$ cat src/rtl/vga_timing_pkg.sv
// Shared raster timing constants and helpers for the VGA sync generator.
// Defaults describe 640x480 @ 60 Hz driven from a 100 MHz system clock.
package vga_timing_pkg;

  // Width of the pixel_x / pixel_y coordinate buses.
  localparam int COORD_W   = 12;
  // Largest scan total that still fits in a COORD_W-bit counter.
  localparam int COORD_MAX = 1 << COORD_W;

  // Default 640x480 @ 60 Hz timing.
  localparam int DEF_CLK_DIV      = 4;
  localparam int DEF_H_DISPLAY    = 640;
  localparam int DEF_H_FRONT      = 16;
  localparam int DEF_H_SYNC       = 96;
  localparam int DEF_H_BACK       = 48;
  localparam int DEF_V_DISPLAY    = 480;
  localparam int DEF_V_FRONT      = 10;
  localparam int DEF_V_SYNC       = 2;
  localparam int DEF_V_BACK       = 33;
  localparam int DEF_SYNC_ACT_LOW = 1;

  // Legal pixel divider range.
  localparam int CLK_DIV_MIN = 1;
  localparam int CLK_DIV_MAX = 16;

  typedef logic [COORD_W-1:0] coord_t;

  // Total positions in one scan direction (visible + porches + sync).
  function automatic int scan_total(input int display, input int front,
                                    input int sync, input int back);
    return display + front + sync + back;
  endfunction

  // First position of the sync pulse.
  function automatic int sync_start(input int display, input int front);
    return display + front;
  endfunction

  // Last position of the sync pulse (inclusive).
  function automatic int sync_end(input int display, input int front,
                                  input int sync);
    return display + front + sync - 1;
  endfunction

endpackage

$ cat src/rtl/mod_m_tick.sv
// Generic modulo-M counter that raises tick while the count sits at M-1.
// With M=1 the count never leaves zero and tick is permanently high.
module mod_m_tick #(
  parameter int M = 4
) (
  input  logic clk,
  input  logic rst_n,
  output logic tick
);

  localparam int W = (M > 1) ? $clog2(M) : 1;
  localparam logic [W-1:0] LAST = W'(M - 1);

  logic [W-1:0] count;

  // Count 0..M-1 every clock and wrap back to zero after the terminal value.
  always_ff @(posedge clk or negedge rst_n) begin
    if (!rst_n) begin
      count <= '0;
    end else if (count == LAST) begin
      count <= '0;
    end else begin
      count <= count + W'(1);
    end
  end

  assign tick = (count == LAST);

endmodule

$ cat src/rtl/vga_sync_gen.sv
// Raster timing generator: pixel-rate enable, horizontal/vertical scan
// counters, sync pulses, visible-area flag and line/frame strobes.
module vga_sync_gen
  import vga_timing_pkg::*;
#(
  parameter int CLK_DIV      = DEF_CLK_DIV,
  parameter int H_DISPLAY    = DEF_H_DISPLAY,
  parameter int H_FRONT      = DEF_H_FRONT,
  parameter int H_SYNC       = DEF_H_SYNC,
  parameter int H_BACK       = DEF_H_BACK,
  parameter int V_DISPLAY    = DEF_V_DISPLAY,
  parameter int V_FRONT      = DEF_V_FRONT,
  parameter int V_SYNC       = DEF_V_SYNC,
  parameter int V_BACK       = DEF_V_BACK,
  parameter int SYNC_ACT_LOW = DEF_SYNC_ACT_LOW
) (
  input  logic               clk,
  input  logic               rst_n,
  output logic               p_tick,
  output logic [COORD_W-1:0] pixel_x,
  output logic [COORD_W-1:0] pixel_y,
  output logic               video_on,
  output logic               hsync,
  output logic               vsync,
  output logic               line_tick,
  output logic               frame_tick
);

  localparam int H_TOTAL = scan_total(H_DISPLAY, H_FRONT, H_SYNC, H_BACK);
  localparam int V_TOTAL = scan_total(V_DISPLAY, V_FRONT, V_SYNC, V_BACK);

  // Bad timing sets must fail at elaboration rather than wrap silently.
  if (H_TOTAL > COORD_MAX || V_TOTAL > COORD_MAX) begin : g_total_check
    $error("vga_sync_gen: H_TOTAL=%0d / V_TOTAL=%0d exceed %0d",
           H_TOTAL, V_TOTAL, COORD_MAX);
  end
  if (CLK_DIV < CLK_DIV_MIN || CLK_DIV > CLK_DIV_MAX) begin : g_div_check
    $error("vga_sync_gen: CLK_DIV=%0d outside %0d..%0d",
           CLK_DIV, CLK_DIV_MIN, CLK_DIV_MAX);
  end

  // Coordinate-width versions of the timing boundaries.
  localparam coord_t H_LAST   = coord_t'(H_TOTAL - 1);
  localparam coord_t V_LAST   = coord_t'(V_TOTAL - 1);
  localparam coord_t H_VIS    = coord_t'(H_DISPLAY);
  localparam coord_t V_VIS    = coord_t'(V_DISPLAY);
  localparam coord_t HS_FIRST = coord_t'(sync_start(H_DISPLAY, H_FRONT));
  localparam coord_t HS_LAST  = coord_t'(sync_end(H_DISPLAY, H_FRONT, H_SYNC));
  localparam coord_t VS_FIRST = coord_t'(sync_start(V_DISPLAY, V_FRONT));
  localparam coord_t VS_LAST  = coord_t'(sync_end(V_DISPLAY, V_FRONT, V_SYNC));

  // Sync level during retrace and outside it.
  localparam logic SYNC_ACTIVE = (SYNC_ACT_LOW != 0) ? 1'b0 : 1'b1;
  localparam logic SYNC_IDLE   = ~SYNC_ACTIVE;

  coord_t x_q;
  coord_t y_q;
  coord_t x_nxt;
  coord_t y_nxt;
  logic   video_on_q;
  logic   hsync_q;
  logic   vsync_q;
  logic   video_nxt;
  logic   hs_act_nxt;
  logic   vs_act_nxt;
  logic   pix_en;

  mod_m_tick #(
    .M (CLK_DIV)
  ) u_pix_div (
    .clk   (clk),
    .rst_n (rst_n),
    .tick  (pix_en)
  );

  // Next scan position: x advances on each pixel enable, y on the x wrap.
  always_comb begin
    x_nxt = x_q;
    y_nxt = y_q;
    if (pix_en) begin
      if (x_q == H_LAST) begin
        x_nxt = '0;
        if (y_q == V_LAST) begin
          y_nxt = '0;
        end else begin
          y_nxt = y_q + coord_t'(1);
        end
      end else begin
        x_nxt = x_q + coord_t'(1);
      end
    end
  end

  // Decode from the next position so the registered flags line up with the counters.
  always_comb begin
    video_nxt  = (x_nxt < H_VIS) && (y_nxt < V_VIS);
    hs_act_nxt = (x_nxt >= HS_FIRST) && (x_nxt <= HS_LAST);
    vs_act_nxt = (y_nxt >= VS_FIRST) && (y_nxt <= VS_LAST);
  end

  // Scan counters and registered sync/visible flags, all cleared asynchronously.
  always_ff @(posedge clk or negedge rst_n) begin
    if (!rst_n) begin
      x_q        <= '0;
      y_q        <= '0;
      video_on_q <= 1'b1;
      hsync_q    <= SYNC_IDLE;
      vsync_q    <= SYNC_IDLE;
    end else begin
      x_q        <= x_nxt;
      y_q        <= y_nxt;
      video_on_q <= video_nxt;
      hsync_q    <= hs_act_nxt ? SYNC_ACTIVE : SYNC_IDLE;
      vsync_q    <= vs_act_nxt ? SYNC_ACTIVE : SYNC_IDLE;
    end
  end

  assign p_tick     = pix_en;
  assign pixel_x    = x_q;
  assign pixel_y    = y_q;
  assign video_on   = video_on_q;
  assign hsync      = hsync_q;
  assign vsync      = vsync_q;
  assign line_tick  = pix_en && (x_q == H_LAST);
  assign frame_tick = line_tick && (y_q == V_LAST);

endmodule

$ cat config.mk
export PLATFORM = sky130hd
export DESIGN_NAME = vga_sync_gen
export DESIGN_NICKNAME = d
export VERILOG_FILES = /design/src/rtl/vga_timing_pkg.sv /design/src/rtl/mod_m_tick.sv /design/src/rtl/vga_sync_gen.sv
export SDC_FILE = /design/constraint.sdc
export NUM_CORES = 1
export LEC_CHECK = 0
export CORE_MARGIN = 1
export CORE_UTILIZATION = 54
export DETAILED_ROUTE_END_ITERATION = 7
export PLACE_DENSITY = 0.8
export REMOVE_ABC_BUFFERS = 1
export SETUP_SLACK_MARGIN = 0.02
export SYNTH_ARGS = -nofsm -noshare
export SYNTH_HDL_FRONTEND = slang
export SYNTH_SLANG_ARGS = --single-unit
$ cat constraint.sdc
create_clock -name clk -period 4.72 [get_ports clk]
set_input_delay 0.708 -clock clk [delete_from_list [all_inputs] [get_ports clk]]
set_output_delay 0.708 -clock clk [all_outputs]
set_load 0.005 [all_outputs]
# Word level (Yosys, flattened, before mapping)
# Cells that the tools add are included.
dict set report classes {
  n_addsub 3
  magnitude_cmp 6
  n_eq_ne 3
  muxes 8
  reduce_logical 5
}
# operator n
set ops {}
lappend ops {{2-to-1 mux 12 bit} 5}
lappend ops {{adder 12 x 1 -> 12 bit, second input constant} 2}
lappend ops {{== test 12 x 10 -> 1 bit, second input constant} 2}
lappend ops {{>= comparator 12 x 10 -> 1 bit, second input constant} 1}
lappend ops {{>= comparator 12 x 9 -> 1 bit, second input constant} 1}
lappend ops {{<= comparator 12 x 10 -> 1 bit, second input constant} 1}
lappend ops {{<= comparator 12 x 9 -> 1 bit, second input constant} 1}
lappend ops {{< comparator 12 x 10 -> 1 bit, second input constant} 1}
lappend ops {{< comparator 12 x 9 -> 1 bit, second input constant} 1}
lappend ops {{logical AND 1 bit} 5}
lappend ops {{adder 2 x 1 -> 2 bit, second input constant} 1}
lappend ops {{== test 2 bit, second input constant} 1}
lappend ops {{2-to-1 mux 1 bit} 2}
lappend ops {{2-to-1 mux 2 bit} 1}
dict set report word_totals {
  reg_bits 29
  in_bits 2
  output_inout_bits 30
}

# Depth between registers and ports, before layout
dict set report logic_depth {
  word_depth 7
  ltp_mapped 9
}

# Hierarchy
# A second synthesis with hierarchy kept.
dict set report hier_totals {
  hier_cells 191
  area_unflattened_um2 1788.0
}
# module n_inst cells_per_inst area_each_um2 seq_area_each_um2
set by_module_without_submodules {}
lappend by_module_without_submodules {vga_sync_gen 1 187 1721.7 679.4}
lappend by_module_without_submodules {mod_m_tick 1 4 66.3 50.0}

# Worst setup path after synthesis
# No wires, ideal clock.
dict set report synth_path {
  path_type {register to register}
  start {register u_pix_div.count[0]}
  end {register vsync_q, in the netlist vsync}
  arrival_ns 2.707
  required_ns 4.626
  setup_slack_ns 1.919
  stages_incl_launch_ff 10
  period_less_slack_ns 2.801
  cell_sequence {dfrtp_1 > ha_1 > clkbuf_1 > nand4_1 > or4_4 > clkbuf_1 > nor4_1 > xnor2_1 > nand2_1 > or4_1}
}
dict set report synth_between {
  elab_chain_len 5
  elab_cells_between_ends 6
  cone_classes {order compare: 2; eq/ne: 1; mux: 2; reduce/logical: 1}
}
# element line_no
set synth_lines {}
lappend synth_lines {{from (decl)} mod_m_tick.sv:14} ;# logic [W-1:0] count;
lappend synth_lines {{from (signal assigned)} mod_m_tick.sv:23} ;# count <= count + W'(1);
lappend synth_lines {{== test 2 bit *} mod_m_tick.sv:27} ;# assign tick = (count == LAST);
lappend synth_lines {{named net p_tick} vga_sync_gen.sv:19} ;# output logic p_tick,
lappend synth_lines {{2-to-1 mux 12 bit *} vga_sync_gen.sv:80} ;# if (pix_en) begin
lappend synth_lines {{>= comparator 12 x 9 -> 1 bit / <= comparator 12 x 9 -> 1 bit (equally long branches)} vga_sync_gen.sv:98} ;# vs_act_nxt = (y_nxt >= VS_FIRST) && (y_nxt <= VS_LAST);
lappend synth_lines {{logical AND 1 bit *} vga_sync_gen.sv:98}
lappend synth_lines {{2-to-1 mux 1 bit *} vga_sync_gen.sv:114} ;# vsync_q <= vs_act_nxt ? SYNC_ACTIVE : SYNC_IDLE;
lappend synth_lines {{to (signal assigned)} vga_sync_gen.sv:114}
lappend synth_lines {{to (decl)} vga_sync_gen.sv:62} ;# logic vsync_q;
# The timed path passes the listed nets; every way through them passes the cells marked *.

# Worst setup path after layout
dict set report layout_path {
  start {register x_q[5], in the netlist pixel_x[5]}
  end {output port frame_tick}
}
dict set report layout_between {
  elab_chain_len 3
}
# element line_no
set layout_lines {}
lappend layout_lines {{from (decl)} vga_sync_gen.sv:56} ;# coord_t x_q;
lappend layout_lines {{from (signal assigned)} vga_sync_gen.sv:110} ;# x_q <= x_nxt;
lappend layout_lines {{== test 12 x 10 -> 1 bit} vga_sync_gen.sv:124} ;# assign line_tick = pix_en && (x_q == H_LAST);
lappend layout_lines {{logical AND 1 bit} vga_sync_gen.sv:124}
lappend layout_lines {{logical AND 1 bit} vga_sync_gen.sv:125} ;# assign frame_tick = line_tick && (y_q == V_LAST);
lappend layout_lines {{to (decl)} vga_sync_gen.sv:26} ;# output logic frame_tick
# Every way passes these cells.

==> impl.org <==
** Setup path
- Signal arrival time at the worst endpoint :: 2.93 ns
- STA puts the critical path data required time at 4.01 ns.
- Type of destination of the critical path :: output pin
- The largest single stage delay on the critical path is 0.54 ns.
- Critical path start-end classification :: reg -> out
- Cell-by-cell trace of the critical path :: or4b_1 -> or4_4 -> inv_1 -> and2_1 -> clkdlybuf4s50_1
- The largest individual stage delay along the critical path comes from the cell sky130_fd_sc_hd__or4b_1.
- Crit start category :: flip-flop
- In this run the worst path has a maximum fanout of 15.

** Floorplan
- The floorplan step defined a core boundary enclosing 2758 sq um.
- Width of the die :: 56.12 um
- From bottom edge to top edge, the die measures 56.12 um.
- Floorplan die area :: 3149 sq um
- Standard-cell rows :: 19
- IO Count :: 32
- Once the floorplan was initialized, standard cells occupied 57.35% of the core.

** Final layout
- 0 antenna diodes ended up in the layout.
- Share of layout cells above drive strength 1 :: 7.921%
- After filler insertion, the fill cell instance count of the layout stands at 218.
- Area overhead of the layout relative to synthesis :: 25.08%
- Post-route core utilization :: 71.73%
- After routing the design area is 1978 sq um.
- Final net count :: 207

** Place
- Port Buffer Count :: 31
- Post-place setup slack :: 1.442 ns
- At the end of routability-driven placement, the weighted congestion stood at 0.8963.
- Instance area at placement :: 1908 sq um
- Detailed placement finished with a half-perimeter wire length of 2.560 mm.

** Pwr
- Clock group share of total power :: 40.5%
- The share of total power dissipated in sequential elements is 58.1%.
- Total power per unit cell area :: 216.0 nW/um^2
- Internal power comes to 0.3359 mW.
- In this run the static leakage power is 0.8526 nW.
- Summed over all nets, the switching power comes to 0.09146 mW.
- Summing internal, switching and leakage power gives 0.4273 mW.
- Combinational group share of total power :: 1.4%
- Fraction of power spent switching nets :: 21.40%
- IR analysis of the VDD net gives a maximum drop of 0.2002 mV.

** GRT
- Vias in the first global route :: 1262
- First-pass GRT wire length :: 6.154 mm
- Initial antenna violation count :: 0
- Overall Global Routing Usage :: 25.96%
- Remaining global-route overflow :: 0
- Entering global routing, the biggest net connects 30 pins.

** Synthesis
- Yosys instantiated no cell more often than sky130_fd_sc_hd__dfrtp_1.
- Flop and latch count out of synthesis :: 29
- After synthesis, the cell types taking the most area are sky130_fd_sc_hd__dfrtp_1, sky130_fd_sc_hd__xnor2_1, sky130_fd_sc_hd__dfstp_2, sky130_fd_sc_hd__nand2_1, sky130_fd_sc_hd__nand3_1.
- Top cells by count, synth :: sky130_fd_sc_hd__dfrtp_1, sky130_fd_sc_hd__nand2_1, sky130_fd_sc_hd__xnor2_1
- The number of different library cells used by synthesis comes to 37.
- Mean post-synth cell area :: 9.303 sq um
- Largest area contributor in the synthesized netlist :: sky130_fd_sc_hd__dfrtp_1
- Summed over its instances, the top area cell type makes up 41.14% of the synthesized netlist area.
- Fraction of synthesis flops using an asynchronous set or reset pin :: 100.0%
- The share of the Yosys chip area taken by registers is 46.12%.
- Number of warnings issued by yosys :: 0
- Among all flip-flop cells after synthesis, the most frequent one is sky130_fd_sc_hd__dfrtp_1.
- Number of enable-type register cells in the synthesized netlist :: 0
- Summed instance area of the synthesized netlist :: 1582 sq um
- In the synthesized netlist, the number of instances is 170.

** Clocking
- Clock tree synthesis inserted a total of 5 buffers.
- Clock tree synthesis found a total of 29 sinks.
- Number of H-tree levels :: 2
- The tree is rooted in a sky130_fd_sc_hd__clkbuf_4.
- The number of hold buffers added after CTS was 0.
- After clock tree synthesis, the clock-pin slew on the worst setup and hold paths is 0.09 ns.
- Latest clock arrival within the worst-skew pair :: 0.33 ns
- Maximum count of clock buffers along a single path :: 2
- After clock tree synthesis, the repair step resized 0 gates.
- Clock tree from TritonCTS :: yes
- The number of setup buffers added after CTS is 0.

** Timing
- Post-layout min period :: 3.641 ns
- Summed over all failing endpoints, the final setup total negative slack is 0 ns.
- Of the available clock period, the critical path in the final layout requires 77.14%.
- Worst slew pin tran :: 0.4820 ns
- Worst clock skew :: 0.007017 ns
- Setup repair after global routing missed its margin :: false
- Final-report setup violation count :: 0
- The number of max-slew violations in the final report came to 0.
- In this run the tightest slew margin relative to its limit is 67.83%.
- Number of failing hold endpoints at the final stage :: 0
- For this run, the top clock speed supported by timing is 274.6 MHz.
- Setup slack on the critical path of the routed design comes to 1.079 ns.

** Detailed routing
- Vias/cell :: 5.794
- Remaining routing DRC violations :: 0
- The first detailed-routing pass took 4 iterations.
- The routed layout has 1350 vias.
- Wires add up to 3.514 mm.
- Detailed Route Iter0 Violations :: 75
- The count of nets left with antenna violations once routing finished came out at 0.
- Average routed wire per standard cell :: 15.08 um

** Run status
- Status :: finished, final reports clean

** Min path
- Worst min-delay path class :: reg -> reg

** Job
- Max Cap Viol :: 0
worst max-delay path, delay by kind of cell, from the launching register on:
kind                   cells  cell delay, ns
buffers and inverters      2            0.90
and+or+nand+nor            3            1.27
DFF                        1            0.43
cell families (layout without fill, tap and decap cells):
logic type                 Yosys count  in the layout  synth area share [%]
and+or+nand+nor                     79             79                 27.85
buffers and inverters               18             50                 4.272
AOI/OAI and AO/OA                   21             21                 7.911
adders and majority gates            4              4                 3.165
muxes                                2              2                 1.266
DFF                                 29             29                 46.12
xor gates and xnor gates            17             17                 9.415
final cells by class:
type / count / area [sq um] / share of cell area [%]
multi-input cells: 123 / 784.5 / 39.66
inverters: 10 / 37.54 / 1.898
repair buffers: 32 / 317.8 / 16.07
clock inverters: 1 / 5.005 / 0.2530
clock buffers: 7 / 65.06 / 3.289
well taps: 31 / 38.79 / 1.961
flip-flops and latches: 29 / 729.5 / 36.88
stage by stage:
stage	cells	hold WS (ns)
2_1_floorplan	162	0.4031
3_3_place_gp	225	0.4123
3_5_place_dp	225	0.4420
4_1_cts	233	0.4522
5_1_grt	233	0.4845
6_report	233	0.4478
power groups by stage:
stage	clock network, mW	registers [mW]	logic (mW)
final	0.173	0.248	0.00578
after global routing	0.193	0.248	0.00723
after CTS	0.179	0.248	0.00625
after detailed placement	0	0.253	0.00628
after global placement	0	0.253	0.00613
after floorplan	0	0.253	0.000000315
worst paths after layout:
kind | start | depth (start not counted) | to | slack [ns]
worst min register to register | u_pix_div.count[0] | 1 | u_pix_div.count[0] | 0.45
min in group asynchronous | rst_n | 2 | pixel_y[3] | 0.75
worst max-delay path | pixel_x[5] | 5 | frame_tick | 1.08
max in group asynchronous | rst_n | 2 | hsync | 3.66
worst min-delay path | u_pix_div.count[0] | 1 | u_pix_div.count[0] | 0.45
worst max register to register | pixel_x[5] | 6 | vsync | 1.72
flip-flops by register name, indices dropped and copies added (netlist names):
| name | count |
|---|---|
| pixel_x | 12 |
| pixel_y | 12 |
| u_pix_div.count | 2 |
| hsync | 1 |
| video_on | 1 |
| vsync | 1 |
cell usage in the layout, fill, tap and decap left out, drive strengths merged, types with 3 or more instances in the layout:
| cell | Yosys | routed |
|---|---|---|
| clkbuf | 7 | 7 |
| xnor2 | 14 | 14 |
| a21oi | 5 | 5 |
| nand4 | 5 | 5 |
| nand3 | 11 | 11 |
| dfrtp | 26 | 26 |
| xor2 | 3 | 3 |
| nor4b | 4 | 4 |
| ha | 4 | 4 |
| and3 | 3 | 3 |
| inv | 10 | 10 |
| nand2 | 20 | 20 |
| or4 | 3 | 3 |
| or3 | 3 | 3 |
| o21ai | 9 | 9 |
| nor3 | 7 | 7 |
| dfstp | 3 | 3 |
| clkdlybuf4s50 | 0 | 31 |
| nor2 | 11 | 11 |
per-layer routing:
metal | track usage (%) | share of wire [%] | vias to the layer above
met5 | 0 | 0 | -
met4 | 9.756 | 0.43 | 0
met3 | 8.837 | 5.8 | 2
met2 | 38.44 | 49 | 41
met1 | 35.32 | 45 | 652
li1 | - | - | 655
(Power assumes the default switching activity.)
